### src/rtl/tbu_lifo_reorder.sv
// Purpose : reverses each BLOCK_LEN-bit block from the traceback unit (emitted
//           newest-first) into forward time order, using two ping-pong LIFO banks.
// Latency : d_valid rises the cycle after the last bit of a block is written into
//           an idle drain bank, with that bit on d_out; sustained 1 bit/cycle.
// Backpressure: d_ready stalls the drain side only. The writer cannot be stalled,
//           so a bit that arrives while both banks are full is dropped and
//           overflow is set. The overflow flag stays set until reset or enable=0.
// Ports:
//   clk, rst (async, active-low)   clock and reset
//   enable                          sync run enable; 0 clears all block state
//   d_in, wr_en                     bit stream from the traceback unit
//   d_out, d_valid, d_ready         forward-order output, valid/ready handshake
//   d_last                          marks the final bit of each block
//   overflow                        sticky flag, a write was dropped
module tbu_lifo_reorder #(
   parameter int BLOCK_LEN = 16
) (
   input  logic clk,
   input  logic rst,
   input  logic enable,
   input  logic d_in,
   input  logic wr_en,
   output logic d_out,
   output logic d_valid,
   input  logic d_ready,
   output logic d_last,
   output logic overflow
);

   localparam int PTR_W = (BLOCK_LEN > 2) ? $clog2(BLOCK_LEN) : 1;
   localparam logic [PTR_W-1:0] LAST_PTR = PTR_W'(BLOCK_LEN - 1);

   // Storage has no reset: contents only matter once a bank is marked full.
   logic [BLOCK_LEN-1:0] r_bank [0:1];

   logic [1:0]       r_full;
   logic [PTR_W-1:0] r_wr_ptr;
   logic [PTR_W-1:0] r_rd_ptr;
   logic             r_fill_bank;
   logic             r_drain_bank;
   logic             r_overflow;

   logic             w_accept;
   logic             w_drop;
   logic             w_xfer;
   logic             w_fill_done;
   logic             w_drain_done;
   logic [1:0]       w_full_nxt;

   // Writability uses the registered full flag, so a bank freed this cycle
   // only becomes writable on the next one.
   assign w_accept     = enable & wr_en & ~r_full[r_fill_bank];
   assign w_drop       = enable & wr_en &  r_full[r_fill_bank];
   assign w_xfer       = enable & d_valid & d_ready;
   assign w_fill_done  = w_accept & (r_wr_ptr == LAST_PTR);
   assign w_drain_done = w_xfer & (r_rd_ptr == '0);

   // Fill and drain never target the same bank in one cycle (fill needs an
   // empty bank, drain a full one), so both updates can apply independently.
   always_comb begin
      w_full_nxt = r_full;
      if (w_fill_done)  w_full_nxt[r_fill_bank]  = 1'b1;
      if (w_drain_done) w_full_nxt[r_drain_bank] = 1'b0;
   end

   always_ff @(posedge clk) begin
      if (w_accept) r_bank[r_fill_bank][r_wr_ptr] <= d_in;
   end

   always_ff @(posedge clk or negedge rst) begin
      if (!rst) begin
         r_full       <= '0;
         r_wr_ptr     <= '0;
         r_rd_ptr     <= LAST_PTR;
         r_fill_bank  <= 1'b0;
         r_drain_bank <= 1'b0;
         r_overflow   <= 1'b0;
      end else if (!enable) begin
         r_full       <= '0;
         r_wr_ptr     <= '0;
         r_rd_ptr     <= LAST_PTR;
         r_fill_bank  <= 1'b0;
         r_drain_bank <= 1'b0;
         r_overflow   <= 1'b0;
      end else begin
         if (w_accept) begin
            if (w_fill_done) begin
               r_wr_ptr    <= '0;
               r_fill_bank <= ~r_fill_bank;
            end else begin
               r_wr_ptr    <= r_wr_ptr + 1'b1;
            end
         end
         if (w_drop) r_overflow <= 1'b1;
         // Read pointer walks down: last-written bit leaves first.
         if (w_xfer) begin
            if (w_drain_done) begin
               r_rd_ptr     <= LAST_PTR;
               r_drain_bank <= ~r_drain_bank;
            end else begin
               r_rd_ptr     <= r_rd_ptr - 1'b1;
            end
         end
         r_full <= w_full_nxt;
      end
   end

   // Outputs come from registers only. d_out is gated so it reads 0 whenever
   // nothing valid is presented (storage itself is never reset).
   assign d_valid  = r_full[r_drain_bank];
   assign d_out    = d_valid & r_bank[r_drain_bank][r_rd_ptr];
   assign d_last   = d_valid & (r_rd_ptr == '0);
   assign overflow = r_overflow;

endmodule

### config.mk
export PLATFORM = sky130hd
export DESIGN_NAME = tbu_lifo_reorder
export DESIGN_NICKNAME = d
export VERILOG_FILES = /design/src/rtl/tbu_lifo_reorder.sv
export SDC_FILE = /design/constraint.sdc
export NUM_CORES = 1
export LEC_CHECK = 0
export CAP_MARGIN = 0
export CELL_PAD_IN_SITES_DETAIL_PLACEMENT = 2
export CELL_PAD_IN_SITES_GLOBAL_PLACEMENT = 2
export CORE_MARGIN = 5
export CORE_UTILIZATION = 41
export DETAILED_ROUTE_END_ITERATION = 8
export PLACE_DENSITY = 0.76
export SLEW_MARGIN = 20
export SYNTH_ARGS = -nofsm -noshare
export SYNTH_HDL_FRONTEND = slang
export SYNTH_SLANG_ARGS = --single-unit
export TNS_END_PERCENT = 30
### constraint.sdc
create_clock -name clk -period 2.7 [get_ports clk]
set_input_delay 0.54 -clock clk [delete_from_list [all_inputs] [get_ports clk]]
set_output_delay 0.54 -clock clk [all_outputs]
set_load 0.005 [all_outputs]
==> impl_metrics.env, run 1 <==
export IMPL_worst_r2r_path_depth=4
export IMPL_hold_end="overflow$_DFFE_PN0P_"
export IMPL_worstSetupEndpointType="output pin"
export IMPL_cellLeakagePower_uw=0.000867
export IMPL_slowest_delay_ns=0.48
export IMPL_cap_violations=0
export IMPL_ff2ff_setup_slack_ns=0.49
export IMPL_grt_pass1_wl_mm=8.99
export IMPL_htree_levels=2
export IMPL_viasPerCell=5.32
export IMPL_crit_family="multiplexers"
export IMPL_cts_tree="built"
export IMPL_slowest_stage="mux4_2"
export IMPL_synth_seq_cells=45
export IMPL_dp_cells=260
export IMPL_reg2reg_from="r_fill_bank$_DFFE_PN0P_"
export IMPL_ys_flop_type="edfxtp_1"
export IMPL_fin_cells=268
export IMPL_whs_path_depth=1
export IMPL_fin_skew_ns=0.00885
export IMPL_num_vias=1426
export IMPL_grt_max_degree=33
export IMPL_nFillCells=551
export IMPL_startpoint_type="flip-flop"
export IMPL_fin_crit_sh=0.959
export IMPL_hold_viol_final=0
export IMPL_portBuffers=9
export IMPL_synth_edf_count=32
export IMPL_ant_nets=0
export IMPL_final_nets=206
export IMPL_clockBufferDepth=2
export IMPL_ir_worst_vdd_mv=0.288
export IMPL_die_area_sq_um=7070
export IMPL_start_util=0.416
export IMPL_slew_violations=0
export IMPL_hold_buffers=0
export IMPL_cts_resized=1
export IMPL_drtIter0Drc=54
export IMPL_grt_use_total=0.168
export IMPL_path_class="reg2out"
export IMPL_ys_warn_count=0
export IMPL_final_setup_tns_ns=0
export IMPL_cp_max_fo=19
export IMPL_grt_pass1_vias=1647
export IMPL_synth_cell_type_count=40
export IMPL_r2r_end="r_bank[0][1]$_DFFE_PP_"
export IMPL_die_width_microns=84.1
export IMPL_grt_ovfl_total=0
export IMPL_num_rows=27
export IMPL_drt_wl_total_mm=5.42
export IMPL_dpl_hpwl_mm=4.00
export IMPL_synth_fp_nets=196
export IMPL_cts_clk_slew_worst_paths_ns=0.08
export IMPL_synth_async_sr_flop_share=0.289
export IMPL_hold_class="reg2reg"
export IMPL_ios=10
export IMPL_path_buf_inv=2
export IMPL_synthCells=185
export IMPL_final_area_sq_um=2490
export IMPL_drive_gt1_frac=0.117
export IMPL_worstMarginPinSlew_ns=0.666
export IMPL_min_from="overflow$_DFFE_PN0P_"
export IMPL_layout_setup_ws_ns=0.111
export IMPL_n_antenna_cell=0
export IMPL_power_density_nw_per_um2=482
export IMPL_cts_setup_buffers=0
export IMPL_period_needed_ns=2.59
export IMPL_timing_fmax_mhz=386
export IMPL_core_area_sq_um=5410
export IMPL_wire_per_inst_microns=20.2
export IMPL_slew_headroom=0.554
export IMPL_rsz0062_at_grt="no"
export IMPL_cts_sinks=45
export IMPL_crit_path_cell_trace="buf_12 > mux2i_1 > mux4_2 > o22a_1 > o41ai_2 > dlygate4sd2_1"
export IMPL_required_ns=2.16
export IMPL_cts_root_buffer="clkbuf_8"
export IMPL_setup_violations=0
export IMPL_crit_arrival_ns=2.05
export IMPL_clk_latency_ns=0.30
export IMPL_drt_pass1_iter_count=6
export IMPL_post_place_ws_ns=0.115
export IMPL_avgSynthCellArea_sq_um=12.2
export IMPL_status="finished, final reports clean"
export IMPL_gp_congestion=0.733
export IMPL_synth_area_sq_um=2250
export IMPL_syn_to_final_growth_pct=10.7
export IMPL_ys_seq_area_frac=0.574
export IMPL_antenna_found_initial=0
export IMPL_placed_area_sq_um=2410
export IMPL_cts_buffers=5
export IMPL_die_h_microns=84.1
export IMPL_drc=0
[per-stage QoR]
stage / util / hold WS, ns / total power, uW
global placement: 0.446 / 0.481 / 814
global route: 0.461 / 0.531 / 1260
CTS: 0.461 / 0.516 / 1220
floorplan: - / 0.244 / 788
finish: 0.461 / 0.511 / 1200
detailed placement: 0.446 / 0.493 / 819
[final cells by class]
| class | count | area [sq um] | area share |
|---|---|---|---|
| flip-flops and latches | 45 | 1290 | 0.519 |
| repair buffers | 14 | 139 | 0.0558 |
| multi-input cells | 122 | 863 | 0.347 |
| inverters | 7 | 26.3 | 0.0106 |
| clock inverters | 1 | 3.75 | 0.00151 |
| well taps | 72 | 90.1 | 0.0362 |
| clock buffers | 7 | 76.3 | 0.0307 |
[layer usage]
layer,global-route usage,part of all wire,up-vias,wire length (microns)
li1,-,-,683,-
met1,0.204,0.43,716,2330
met2,0.288,0.52,19,2800
met3,0.0405,0.033,8,181
met4,0.0643,0.020,0,106
met5,0,0,-,0
[sequential cells by signal, summed over array words and instances, names as in the netlist]
name and count:
r_bank 32, r_full 2, overflow 1, r_fill_bank 1, r_rd_ptr 4, r_wr_ptr 4
r_drain_bank 1
[worst max path at each step]
stage | from | end | depth (start not counted)
after global routing | r_drain_bank$_DFFE_PN0P_ | d_out | 6
after CTS | r_drain_bank$_DFFE_PN0P_ | d_out | 6
after detailed placement | r_drain_bank$_DFFE_PN0P_ | d_out | 6
after global placement | r_drain_bank$_DFFE_PN0P_ | d_out | 6
final | r_drain_bank$_DFFE_PN0P_ | d_out | 6
after floorplan | r_rd_ptr[1]$_DFFE_PN1P_ | d_out | 4
[where the power goes]
group,total (uW),internal (uW),switching (uW)
logic,53.5,18.8,34.8
registers,749,745,4.51
clock network,398,180,218
total,1200,944,257
[placed cells by master (no fill, tap or decap), types with 2 or more instances in the layout]
master | synthesis | final
clkbuf_8 | 0 | 5
a21boi_1 | 2 | 2
dfstp_2 | 4 | 4
o211ai_1 | 2 | 2
ha_1 | 5 | 5
xnor2_1 | 3 | 3
or3_1 | 2 | 2
clkbuf_1 | 5 | 2
nor2b_1 | 4 | 4
a22oi_1 | 4 | 4
nor3_1 | 5 | 5
clkdlybuf4s50_1 | 0 | 8
mux4_2 | 2 | 2
mux2i_1 | 18 | 18
buf_4 | 1 | 4
o21a_1 | 3 | 3
nand4_1 | 3 | 3
and2_1 | 4 | 4
nand3b_1 | 2 | 2
o211a_1 | 2 | 2
nor2_1 | 33 | 33
dfrtp_1 | 9 | 9
nand3_1 | 7 | 7
edfxtp_1 | 32 | 32
nand2_1 | 7 | 7
a21oi_1 | 3 | 3
inv_1 | 6 | 6
[cells by family (layout without fill, tap and decap cells)]
group                    count (synthesis)  count (layout)  synth area share
multiplexers                            21              21             0.110
XOR/XNOR                                 4               4            0.0156
adder cells (fa/ha/maj)                  5               5            0.0278
flip-flops                              45              45             0.574
AND/OR/NAND/NOR                         70              70             0.154
buffers and inverters                   18              29            0.0417
AO/OA/AOI/OAI                           22              22            0.0768
[synth_stat cells (4+ instances only)]
cell,count,area (sq um)
nor2b_1,4,25.0
mux2i_1,18,180
ha_1,5,62.6
nand2_1,7,26.3
dfrtp_1,9,225
nand3_1,7,35.0
a22oi_1,4,30.0
nor3_1,5,25.0
and2_1,4,25.0
inv_1,6,22.5
nor2_1,33,124
dfstp_2,4,105
edfxtp_1,32,961
clkbuf_1,5,18.8
(Power assumes the default switching activity.)
==> run 2, diff against run 1 <==
--- a/config.mk
+++ b/config.mk
@@ -9,9 +9,10 @@
 export CELL_PAD_IN_SITES_DETAIL_PLACEMENT = 2
 export CELL_PAD_IN_SITES_GLOBAL_PLACEMENT = 2
 export CORE_MARGIN = 5
-export CORE_UTILIZATION = 41
+export CORE_UTILIZATION = 43
+export CTS_BUF_LIST = sky130_fd_sc_hd__clkbuf_4 sky130_fd_sc_hd__clkbuf_8
 export DETAILED_ROUTE_END_ITERATION = 8
-export PLACE_DENSITY = 0.76
+export PLACE_DENSITY = 0.79
 export SLEW_MARGIN = 20
 export SYNTH_ARGS = -nofsm -noshare
 export SYNTH_HDL_FRONTEND = slang
==> run 2 against run 1 <==
Largest cell class unchanged; fmax shrank 0.14%; clock skew down 0.0011 ns; hold slack got worse by 0.0075 ns; critical endpoint unchanged.
==> impl_metrics.env, run 2 (same netlist as run 1, synthesis figures left out) <==
export IMPL_ant_nets=0
export IMPL_worst_r2r_path_depth=4
export IMPL_post_place_ws_ns=0.149
export IMPL_worstSetupEndpointType="output pin"
export IMPL_power_density_nw_per_um2=487
export IMPL_reg2reg_from="r_fill_bank$_DFFE_PN0P_"
export IMPL_portBuffers=9
export IMPL_cts_buffers=5
export IMPL_dp_cells=257
export IMPL_cts_root_buffer="clkbuf_8"
export IMPL_fin_crit_sh=0.960
export IMPL_layout_common_cells="nor2_1 (33), edfxtp_1 (32), mux2i_1 (18), dfrtp_1 (9), clkdlybuf4s50_1 (8)"
export IMPL_placed_area_sq_um=2400
export IMPL_antenna_found_initial=0
export IMPL_top_regs="r_bank (32), r_rd_ptr (4), r_wr_ptr (4)"
export IMPL_ios=10
export IMPL_start_util=0.440
export IMPL_drtIter0Drc=110
export IMPL_startpoint_type="flip-flop"
export IMPL_final_area_sq_um=2480
export IMPL_cts_clk_slew_worst_paths_ns=0.08
export IMPL_cap_violations=0
export IMPL_core_area_sq_um=5110
export IMPL_die_area_sq_um=6770
export IMPL_cts_sinks=45
export IMPL_whs_path_depth=1
export IMPL_hold_end="overflow$_DFFE_PN0P_"
export IMPL_grt_pass1_wl_mm=9.40
export IMPL_p_sw_uw=269
export IMPL_num_rows=26
export IMPL_ff2ff_setup_slack_ns=0.36
export IMPL_num_vias=1448
export IMPL_final_common_cell="nor2_1"
export IMPL_grt_max_degree=33
export IMPL_regMostFlops="r_bank"
export IMPL_final_setup_tns_ns=0
export IMPL_p_sw_frac=0.223
export IMPL_power_frac_comb=0.044
export IMPL_grt_pass1_vias=1657
export IMPL_viasPerCell=5.46
export IMPL_status="finished, final reports clean"
export IMPL_hold_class="reg2reg"
export IMPL_hold_buffers=0
export IMPL_crit_path_cell_trace="buf_12 > mux2i_1 > mux4_2 > o22a_1 > o41ai_2 > dlygate4sd2_1"
export IMPL_clkPwrFrac=0.336
export IMPL_timing_fmax_mhz=386
export IMPL_slowest_stage="mux4_2"
export IMPL_top_layer_used="met4"
export IMPL_drc=0
export IMPL_cts_resized=1
export IMPL_ir_worst_vdd_mv=0.233
export IMPL_gp_congestion=0.784
export IMPL_cp_max_fo=19
export IMPL_p_seq_frac=0.621
export IMPL_drt_met1_wl_mm=2.46
export IMPL_wire_per_inst_microns=20.8
export IMPL_final_nets=205
export IMPL_layout_setup_ws_ns=0.107
export IMPL_slew_violations=0
export IMPL_die_width_microns=82.3
export IMPL_required_ns=2.16
export IMPL_htree_levels=2
export IMPL_clockBufferDepth=2
export IMPL_met2_length_mm=2.86
export IMPL_drive_gt1_frac=0.118
export IMPL_drt_wl_total_mm=5.51
export IMPL_hold_viol_final=0
export IMPL_nFillCells=511
export IMPL_slew_headroom=0.564
export IMPL_syn_to_final_growth_pct=10.4
export IMPL_largest_register_ffs=32
export IMPL_grt_ovfl_total=0
export IMPL_met3_length_microns=102
export IMPL_period_needed_ns=2.59
export IMPL_r2r_end="r_bank[0][12]$_DFFE_PP_"
export IMPL_cellLeakagePower_uw=0.000865
export IMPL_fin_skew_ns=0.00778
export IMPL_n_antenna_cell=0
export IMPL_p_int_uw=938
export IMPL_grt_use_total=0.193
export IMPL_clk_latency_ns=0.30
export IMPL_rsz0062_at_grt="no"
export IMPL_min_from="overflow$_DFFE_PN0P_"
export IMPL_die_h_microns=82.3
export IMPL_crit_arrival_ns=2.05
export IMPL_drt_pass1_iter_count=4
export IMPL_fin_cells=265
export IMPL_setup_violations=0
export IMPL_slowest_delay_ns=0.47
export IMPL_hold_slack_ns=0.504
export IMPL_worstMarginPinSlew_ns=0.652
export IMPL_cts_tree="built"
export IMPL_cts_setup_buffers=0
export IMPL_dpl_hpwl_mm=4.05
export IMPL_path_class="reg2out"
run 2: changes by cell type in the layout (fill, tap and decap cells not counted), sizes merged:
cell    change
clkbuf      -2
clkinv      +2
buf         -1
run 2: layout make-up:
cell class	count	area (sq um)	area share
sequential	45	1290	0.520
multi-input combinational	122	863	0.348
timing repair buffer	13	131	0.0530
tap	70	87.6	0.0353
clock buffer	5	68.8	0.0277
inverter	7	26.3	0.0106
clock inverter	3	12.5	0.00504
run 2: worst max path at each step:
| stage | from | end | cells past startpoint |
|---|---|---|---|
| final | r_drain_bank$_DFFE_PN0P_ | d_out | 6 |
| after global routing | r_drain_bank$_DFFE_PN0P_ | d_out | 6 |
| after CTS | r_drain_bank$_DFFE_PN0P_ | d_out | 6 |
| after detailed placement | r_drain_bank$_DFFE_PN0P_ | d_out | 6 |
| after global placement | r_drain_bank$_DFFE_PN0P_ | d_out | 6 |
| after floorplan | r_rd_ptr[1]$_DFFE_PN1P_ | d_out | 4 |
run 2: per-layer routing:
metal	up-vias	GRT usage
li1	676	-
met1	751	0.246
met2	13	0.329
met3	8	0.0347
met4	0	0.0648
met5	-	0
run 2: power groups by stage:
stage	clock [uW]	combinational (uW)	sequential, uW
6_report	405	52.7	749
5_1_grt	454	58.8	750
4_1_cts	416	53.5	749
3_5_place_dp	0	53.2	764
3_3_place_gp	0	48.9	764
2_1_floorplan	0	25.0	763
run 2: worst max-delay path: cells and delay by family, from the launching register on:
| family | cells | cell delay, ns |
|---|---|---|
| buffers and inverters | 2 | 0.45 |
| muxes | 2 | 0.60 |
| AOI/OAI and AO/OA | 2 | 0.28 |
| DFF | 1 | 0.42 |
run 2: through the flow:
stage / util / power [uW]
floorplan: - / 788
global placement: 0.470 / 812
CTS: 0.486 / 1220
global route: 0.486 / 1260
finish: 0.486 / 1210
detailed placement: 0.470 / 818
==> run 3, diff against run 2 <==
--- a/config.mk
+++ b/config.mk
@@ -12,6 +12,7 @@
 export CORE_UTILIZATION = 43
 export CTS_BUF_LIST = sky130_fd_sc_hd__clkbuf_4 sky130_fd_sc_hd__clkbuf_8
 export DETAILED_ROUTE_END_ITERATION = 8
+export GPL_ROUTABILITY_DRIVEN = 0
 export PLACE_DENSITY = 0.79
 export SLEW_MARGIN = 20
 export SYNTH_ARGS = -nofsm -noshare
==> results of run 3 <==
Same layout as run 2: the final DEF is identical, and so are final timing and power.
